**config.mk**
```make
export PLATFORM = sky130hd
export DESIGN_NAME = a2p_read_request_mapper
export DESIGN_NICKNAME = d
export VERILOG_FILES = /design/src/rtl/a2p_read_request_mapper.sv
export SDC_FILE = /design/constraint.sdc
export NUM_CORES = 1
export LEC_CHECK = 0
export ABC_AREA = 1
export BUFFER_PORTS_ARGS = -buffer_cell sky130_fd_sc_hd__buf_4
export CAP_MARGIN = 20
export CORE_MARGIN = 4
export CORE_UTILIZATION = 49
export CTS_BUF_LIST = sky130_fd_sc_hd__clkbuf_4
export CTS_CLUSTER_DIAMETER = 120
export CTS_CLUSTER_SIZE = 8
export DETAILED_ROUTE_END_ITERATION = 7
export PLACE_DENSITY = 0.78
export REMOVE_ABC_BUFFERS = 1
export SETUP_SLACK_MARGIN = 0.05
export SYNTH_ARGS = -nofsm -noshare
export SYNTH_HDL_FRONTEND = slang
export SYNTH_SLANG_ARGS = --single-unit
```
**constraint.sdc**
```tcl
create_clock -name clk -period 5.1 [get_ports clk]
set_clock_uncertainty 0.2 [all_clocks]
set_input_delay 0.765 -clock clk [delete_from_list [all_inputs] [get_ports clk]]
set_output_delay 0.765 -clock clk [all_outputs]
set_load 0.005 [all_outputs]
```
**src/rtl/a2p_read_request_mapper.sv**
```systemverilog
// AXI AR -> PCIe MRd header mapper for the AXI slave bridge TX path.
// Allocates a free tag in the request recorder and emits a 3DW/4DW header.
module a2p_read_request_mapper #(
    parameter int          ID_WIDTH     = 8,
    parameter int          ADDR_WIDTH   = 64,
    parameter int          TAG_WIDTH    = 4,
    parameter logic [15:0] REQUESTER_ID = 16'h0100
) (
    input  logic                  clk,
    input  logic                  arst,
    input  logic                  ARVALID,
    output logic                  ARREADY,
    input  logic [ID_WIDTH-1:0]   ARID,
    input  logic [ADDR_WIDTH-1:0] ARADDR,
    input  logic [7:0]            ARLEN,
    input  logic [2:0]            ARSIZE,
    output logic [TAG_WIDTH-1:0]  req_rd_addr,
    input  logic [ID_WIDTH:0]     req_rd_data,
    output logic                  req_wr_en,
    output logic [TAG_WIDTH-1:0]  req_wr_addr,
    output logic [ID_WIDTH:0]     req_wr_data,
    output logic                  hdr_valid,
    input  logic                  hdr_ready,
    output logic [127:0]          hdr,
    output logic                  hdr_4dw,
    output logic                  tags_full,
    output logic                  err_oversize
);

    localparam int DEPTH = 2 ** TAG_WIDTH;
    localparam logic [TAG_WIDTH:0] CNT_FULL = (TAG_WIDTH + 1)'(DEPTH);
    localparam logic [TAG_WIDTH:0] CNT_LAST = (TAG_WIDTH + 1)'(DEPTH - 1);

    typedef enum logic [1:0] {S_IDLE, S_SCAN, S_ALLOC, S_SEND} state_t;

    state_t                r_state;
    state_t                w_next;
    logic                  r_arready;
    logic [ID_WIDTH-1:0]   r_id;
    logic [ADDR_WIDTH-1:0] r_addr;
    logic [12:0]           r_end;
    logic [TAG_WIDTH-1:0]  r_ptr;
    logic [TAG_WIDTH-1:0]  r_tag;
    logic [TAG_WIDTH-1:0]  r_next_tag;
    logic [TAG_WIDTH:0]    r_cnt;
    logic                  r_tags_full;
    logic                  r_err;
    logic [127:0]          r_hdr;
    logic                  r_hdr_4dw;

    logic        w_accept;
    logic [16:0] w_bytes;
    logic [16:0] w_end_in;
    logic        w_over;
    logic        w_free;
    logic        w_unused_rd_id;

    assign w_accept = ARVALID && r_arready;
    assign w_bytes  = ({9'd0, ARLEN} + 17'd1) << ARSIZE;
    assign w_end_in = w_bytes + {15'd0, ARADDR[1:0]};
    assign w_over   = w_end_in > 17'd4096;
    assign w_free   = !req_rd_data[0];
    assign w_unused_rd_id = ^req_rd_data[ID_WIDTH:1];

    // Header fields derive from the latched request; end = offset + bytes.
    logic [12:0] w_end_p3;
    logic [10:0] w_len;
    logic        w_one;
    logic [1:0]  w_sh;
    logic [3:0]  w_emask;
    logic [3:0]  w_fbe0;
    logic [3:0]  w_fbe;
    logic [3:0]  w_lbe;
    logic        w_4dw;
    logic [31:0] w_dw0;
    logic [31:0] w_dw1;
    logic [31:0] w_dw2;
    logic [31:0] w_dw3;

    assign w_end_p3 = r_end + 13'd3;
    assign w_len    = w_end_p3[12:2];
    assign w_one    = w_len == 11'd1;
    assign w_sh     = 2'd0 - r_end[1:0];
    assign w_emask  = 4'hF >> w_sh;
    assign w_fbe0   = 4'hF << r_addr[1:0];
    assign w_fbe    = w_one ? (w_fbe0 & w_emask) : w_fbe0;
    assign w_lbe    = w_one ? 4'h0 : w_emask;
    assign w_4dw    = |r_addr[ADDR_WIDTH-1:32];
    assign w_dw0    = {(w_4dw ? 3'b001 : 3'b000), 5'b0, 14'b0, w_len[9:0]};
    assign w_dw1    = {REQUESTER_ID, {(8 - TAG_WIDTH){1'b0}}, r_tag, w_lbe, w_fbe};
    assign w_dw2    = w_4dw ? r_addr[63:32] : {r_addr[31:2], 2'b00};
    assign w_dw3    = w_4dw ? {r_addr[31:2], 2'b00} : 32'h0;

    always_comb begin
        w_next      = r_state;
        req_wr_en   = 1'b0;
        hdr_valid   = 1'b0;
        unique case (r_state)
            S_IDLE:  if (w_accept && !w_over) w_next = S_SCAN;
            S_SCAN:  if (w_free) w_next = S_ALLOC;
            S_ALLOC: begin
                req_wr_en = 1'b1;
                w_next    = S_SEND;
            end
            S_SEND: begin
                hdr_valid = 1'b1;
                if (hdr_ready) w_next = S_IDLE;
            end
            default: w_next = S_IDLE;
        endcase
    end

    assign ARREADY      = r_arready;
    assign req_rd_addr  = r_ptr;
    assign req_wr_addr  = r_tag;
    assign req_wr_data  = {r_id, 1'b1};
    assign hdr          = r_hdr;
    assign hdr_4dw      = r_hdr_4dw;
    assign tags_full    = r_tags_full;
    assign err_oversize = r_err;

    always_ff @(posedge clk) begin
        if (arst) begin
            r_state     <= S_IDLE;
            r_arready   <= 1'b0;
            r_id        <= '0;
            r_addr      <= '0;
            r_end       <= '0;
            r_ptr       <= '0;
            r_tag       <= '0;
            r_next_tag  <= '0;
            r_cnt       <= '0;
            r_tags_full <= 1'b0;
            r_err       <= 1'b0;
            r_hdr       <= '0;
            r_hdr_4dw   <= 1'b0;
        end else begin
            r_state   <= w_next;
            r_arready <= w_next == S_IDLE;
            r_err     <= w_accept && w_over;
            unique case (r_state)
                S_IDLE: if (w_accept) begin
                    r_id   <= ARID;
                    r_addr <= ARADDR;
                    r_end  <= w_end_in[12:0];
                    r_ptr  <= r_next_tag;
                    r_cnt  <= '0;
                end
                S_SCAN: if (w_free) begin
                    r_tag       <= r_ptr;
                    r_tags_full <= 1'b0;
                end else begin
                    r_ptr <= r_ptr + 1'b1;
                    if (r_cnt != CNT_FULL) r_cnt <= r_cnt + 1'b1;
                    if (r_cnt == CNT_LAST) r_tags_full <= 1'b1;
                end
                S_ALLOC: begin
                    r_hdr     <= {w_dw0, w_dw1, w_dw2, w_dw3};
                    r_hdr_4dw <= w_4dw;
                end
                S_SEND: if (hdr_ready) r_next_tag <= r_tag + 1'b1;
                default: ;
            endcase
        end
    end

endmodule

```
==> metrics.md <==
| Metric | Value |
|---|---|
| Crit path arrival time | `approximately 3400 ps` |
| Peak Freq | `about 0.32 GHz` |
| Number of global-route vias before repair | `7317` |
| Post-route ant nets | `0` |
| Clock Latency Late Sink | `between 500 and 600 ps` |
| Mean Syn Cell Area | `~7.3 um2` |
| Wire per inst | `approximately 14 um` |
| Total Power | `a little over 3 mW` |
| Starting Density | `~51%` |
| Layout fillers | `approximately 1700` |
| Tcrit/Tclk final | `about three fifths` |
| Slew Viols, Final | `0` |
| Cells after Synth | `roughly 1200` |
| Seq/Total Area, Yosys | `about 44%` |
| Final hold vios | `0` |
| Global-route wire length before repair | `around 36000 um` |
| Die X | `approximately 140 um` |
| FF+latch count, synth | `193` |
| CTS tree | `built` |
| Area of the multi-input gates | `0.00409 mm2` |
| Core area | `~0.017 mm2` |
| Actual slew at the worst max-slew pin | `968 ps` |
| I/O pin cnt | `247` |
| Share of layout cells above drive strength 1 | `21.4%` |
| Clock Tree Buf Depth | `2` |
| Initial antenna violation count | `1` |
| Postcts setup bufs | `0` |
| Req. time, crit path | `5390 ps` |
| CP Launch Type | `primary input` |
| Aggregate global-route resource usage | `between 20 and 25%` |
| Setup TNS Final | `0 ps` |
| Worst path slowest cell | `inv_1` |
| Post-route minimum period | `about 3100 ps` |
| Post-Layout Inst Area | `around 0.011 mm2` |
| Outcome | `complete, no violations` |
| Root Driver | `clkbuf_4` |
| Post-Route WL | `22600 um` |
| CP bufs+invs | `4` |
| CP top delay family | `simple AND/OR/NAND/NOR gates` |
| Setup Viol. Count Final | `0` |
| Largest net degree at the start of global routing | `78` |
| Grt ovf | `0` |
| Max IR drop VDD | `around 0.15 mV` |
| Leakage | `4.63 nW` |
| DP Area | `about 0.010 mm2` |
| Die ar. | `about 0.020 mm2` |
| Flop-to-flop setup slack | `2470 ps` |
| Worst setup EP type | `register` |
| Layout area overhead | `19.3%` |
| GP Congestion | `between 0.8 and 0.9` |
| Total CTS buffers | `17` |
| Pre-Repair DR Iteration Count | `5` |
| Yosys warnings | `0` |
| Drt initial violations | `approximately 600` |
| Cts repair resizes | `0` |
| RSZ-0062 raised after global routing | `false` |
| # DRC | `0` |
| Routed via count | `about 8000` |
| Post-DP HPWL | `around 16000 um` |
| Max-cap viol count | `0` |
| CP cell instances | `buf_4 -> inv_1 -> nand2_1 -> nor2_1 -> ha_1 -> inv_1 -> fa_1 -> inv_1 -> nand4_1 -> nor2_1 -> nand2_1 -> nor2_1 -> nand2_1 -> nand2_1 -> nand3_1 -> nor2_1 -> nand3_2 -> nand2_2 -> nand3_2 -> nand2_1 -> nor2_1` |
| Port bufs | `195` |
| Slew headroom | `35.4%` |
| Worst stage delay on the critical path | `approximately 390 ps` |
| Pwr/cell area | `around 300 mW/mm2` |
| Cell Area, Synth | `~0.0088 mm2` |
| Mean number of vias per cell | `5.11` |
| # rows | `between 40 and 50` |
| Setup CP Type | `in -> reg` |
| Unique masters post-synth | `42` |
| Die height | `between 100 and 150 um` |
| Post-CTS Hold Buffers | `0` |
| Register Area | `between 0.003 and 0.004 mm2` |
| H-tree levels | `4` |
| Clk sinks | `about 190` |
| Hold crit path type | `in -> reg` |
| Crit path max fanout | `15` |
| Clk slew on worst S/H paths | `around 150 ps` |
| Final nets | `roughly 1500` |
path summary, 6_finish.rpt:
path / from / to / depth (start not counted)
worst max register to register: r_end[0]$_SDFFE_PP0P_ / hdr[70]$_SDFFE_PP0P_ / 13
worst min register to register: r_addr[7]$_SDFFE_PP0P_ / hdr[39]$_SDFFE_PP0P_ / 2
worst max-delay path: ARSIZE[1] / ARREADY$_SDFF_PP0_ / 21
worst min-delay path: ARADDR[41] / r_addr[41]$_SDFFE_PP0P_ / 3
layout make-up:
class,count,area share [%]
clock inverter,13,1.52
clock buffer,19,1.36
antenna,1,0.0238
sequential,193,36.7
timing repair buffer,202,14.5
tap,225,2.67
multi-input combinational,822,38.8
inverter,122,4.35
metrics by stage:
step                utilization (%)  setup slack [ps]  instances  hold WS, ps
floorplan                         -               240       1137          239
global placement               58.5              1390       1564          241
global route                   60.2              1610       1597          201
detailed placement             58.5              1320       1564          248
CTS                            60.2              1970       1596          185
finish                         60.2              1960       1597          225
power by group:
| group | internal [mW] | leakage (nW) | switching [mW] |
|---|---|---|---|
| registers | 1.62 | 1.57 | 0.0666 |
| clock network | 0.353 | 0.159 | 0.523 |
| logic | 0.220 | 2.90 | 0.327 |
| total | 2.19 | 4.63 | 0.917 |
logic make-up (layout without fill, tap and decap cells):
kind of cell	count (synthesis)	count (layout)	share of synthesized area [%]
compound gates	307	307	18.2
xor+xnor	15	15	1.49
fa+ha+maj	11	11	1.64
buf+inv	232	356	11.9
flops	193	193	43.8
other cells	2	44	0.0851
simple gates	446	446	23.0
cell usage after synthesis:
| library cell | instances | area, um2 |
|---|---|---|
| nor3_1 | 6 | 30.0 |
| a21o_1 | 1 | 7.51 |
| xnor2_1 | 9 | 78.8 |
| a31oi_1 | 18 | 113 |
| nand2_1 | 170 | 638 |
| a21oi_2 | 1 | 8.76 |
| nor4_1 | 8 | 50.1 |
| or2_2 | 23 | 144 |
| buf_4 | 45 | 338 |
| a211oi_1 | 3 | 22.5 |
| nor2_1 | 126 | 473 |
| o21a_2 | 1 | 8.76 |
| dfxtp_1 | 193 | 3860 |
| xor2_1 | 6 | 52.6 |
| o211ai_1 | 7 | 52.6 |
| o31ai_1 | 1 | 7.51 |
| clkbuf_1 | 56 | 210 |
| nor3_2 | 1 | 10.0 |
| inv_2 | 5 | 18.8 |
| fa_1 | 1 | 20.0 |
| nor4b_1 | 1 | 8.76 |
| o21bai_1 | 1 | 7.51 |
| ha_1 | 10 | 125 |
| nand4_1 | 9 | 56.3 |
| nand2_2 | 7 | 43.8 |
| nor2_4 | 2 | 22.5 |
| nor3b_1 | 1 | 7.51 |
| nand3_1 | 62 | 310 |
| and2_1 | 1 | 6.26 |
| conb_1 | 2 | 7.51 |
| clkinv_1 | 2 | 7.51 |
| nor2_2 | 4 | 25.0 |
| o21ai_0 | 143 | 716 |
| nand3_2 | 12 | 120 |
| a311oi_1 | 1 | 8.76 |
| buf_2 | 6 | 30.0 |
| or2_1 | 12 | 75.1 |
| a21oi_1 | 127 | 636 |
| nand3b_1 | 1 | 7.51 |
| buf_1 | 3 | 11.3 |
| inv_1 | 115 | 432 |
| o21ai_1 | 3 | 15.0 |
worst register-to-register path, cell delays in order (launching register included):
cell and delay [ps]:
dfxtp_1 380, inv_1 70, ha_1 230, nand3b_1 200
nor2_1 180, nand3_1 130, inv_1 100, nand3_1 80
xor2_1 160, nor3_1 250, nand3_1 210, nand2_1 150
or2_1 120, a21oi_1 50
placed cells by master (no fill, tap or decap), types with 8 or more instances in the layout:
master and n:
or2_2 23, nand4_1 9, dfxtp_1 193, clkbuf_4 19, buf_4 201, nor2_1 126
ha_1 10, a21oi_1 127, a31oi_1 18, inv_1 113, or2_1 12, conb_1 43
o21ai_0 143, nand3_2 12, xnor2_1 9, nand2_1 169, nand3_1 62, nor4_1 8
registers in the layout (all words and copies together) (netlist names):
register and count:
hdr 86, r_addr 64, r_end 13, r_id 8
r_cnt 5, r_next_tag 4, req_rd_addr 4, req_wr_addr 4
r_state 2, ARREADY 1, err_oversize 1, tags_full 1
metal layers:
metal	up-vias	wire (um)	GRT usage [%]
met5	-	0	0
met2	253	10900	36.5
met3	25	1630	4.27
met1	3725	9680	27.7
li1	4157	-	-
met4	0	454	6.52
No activity file was read; power rests on OpenSTA's default activity.
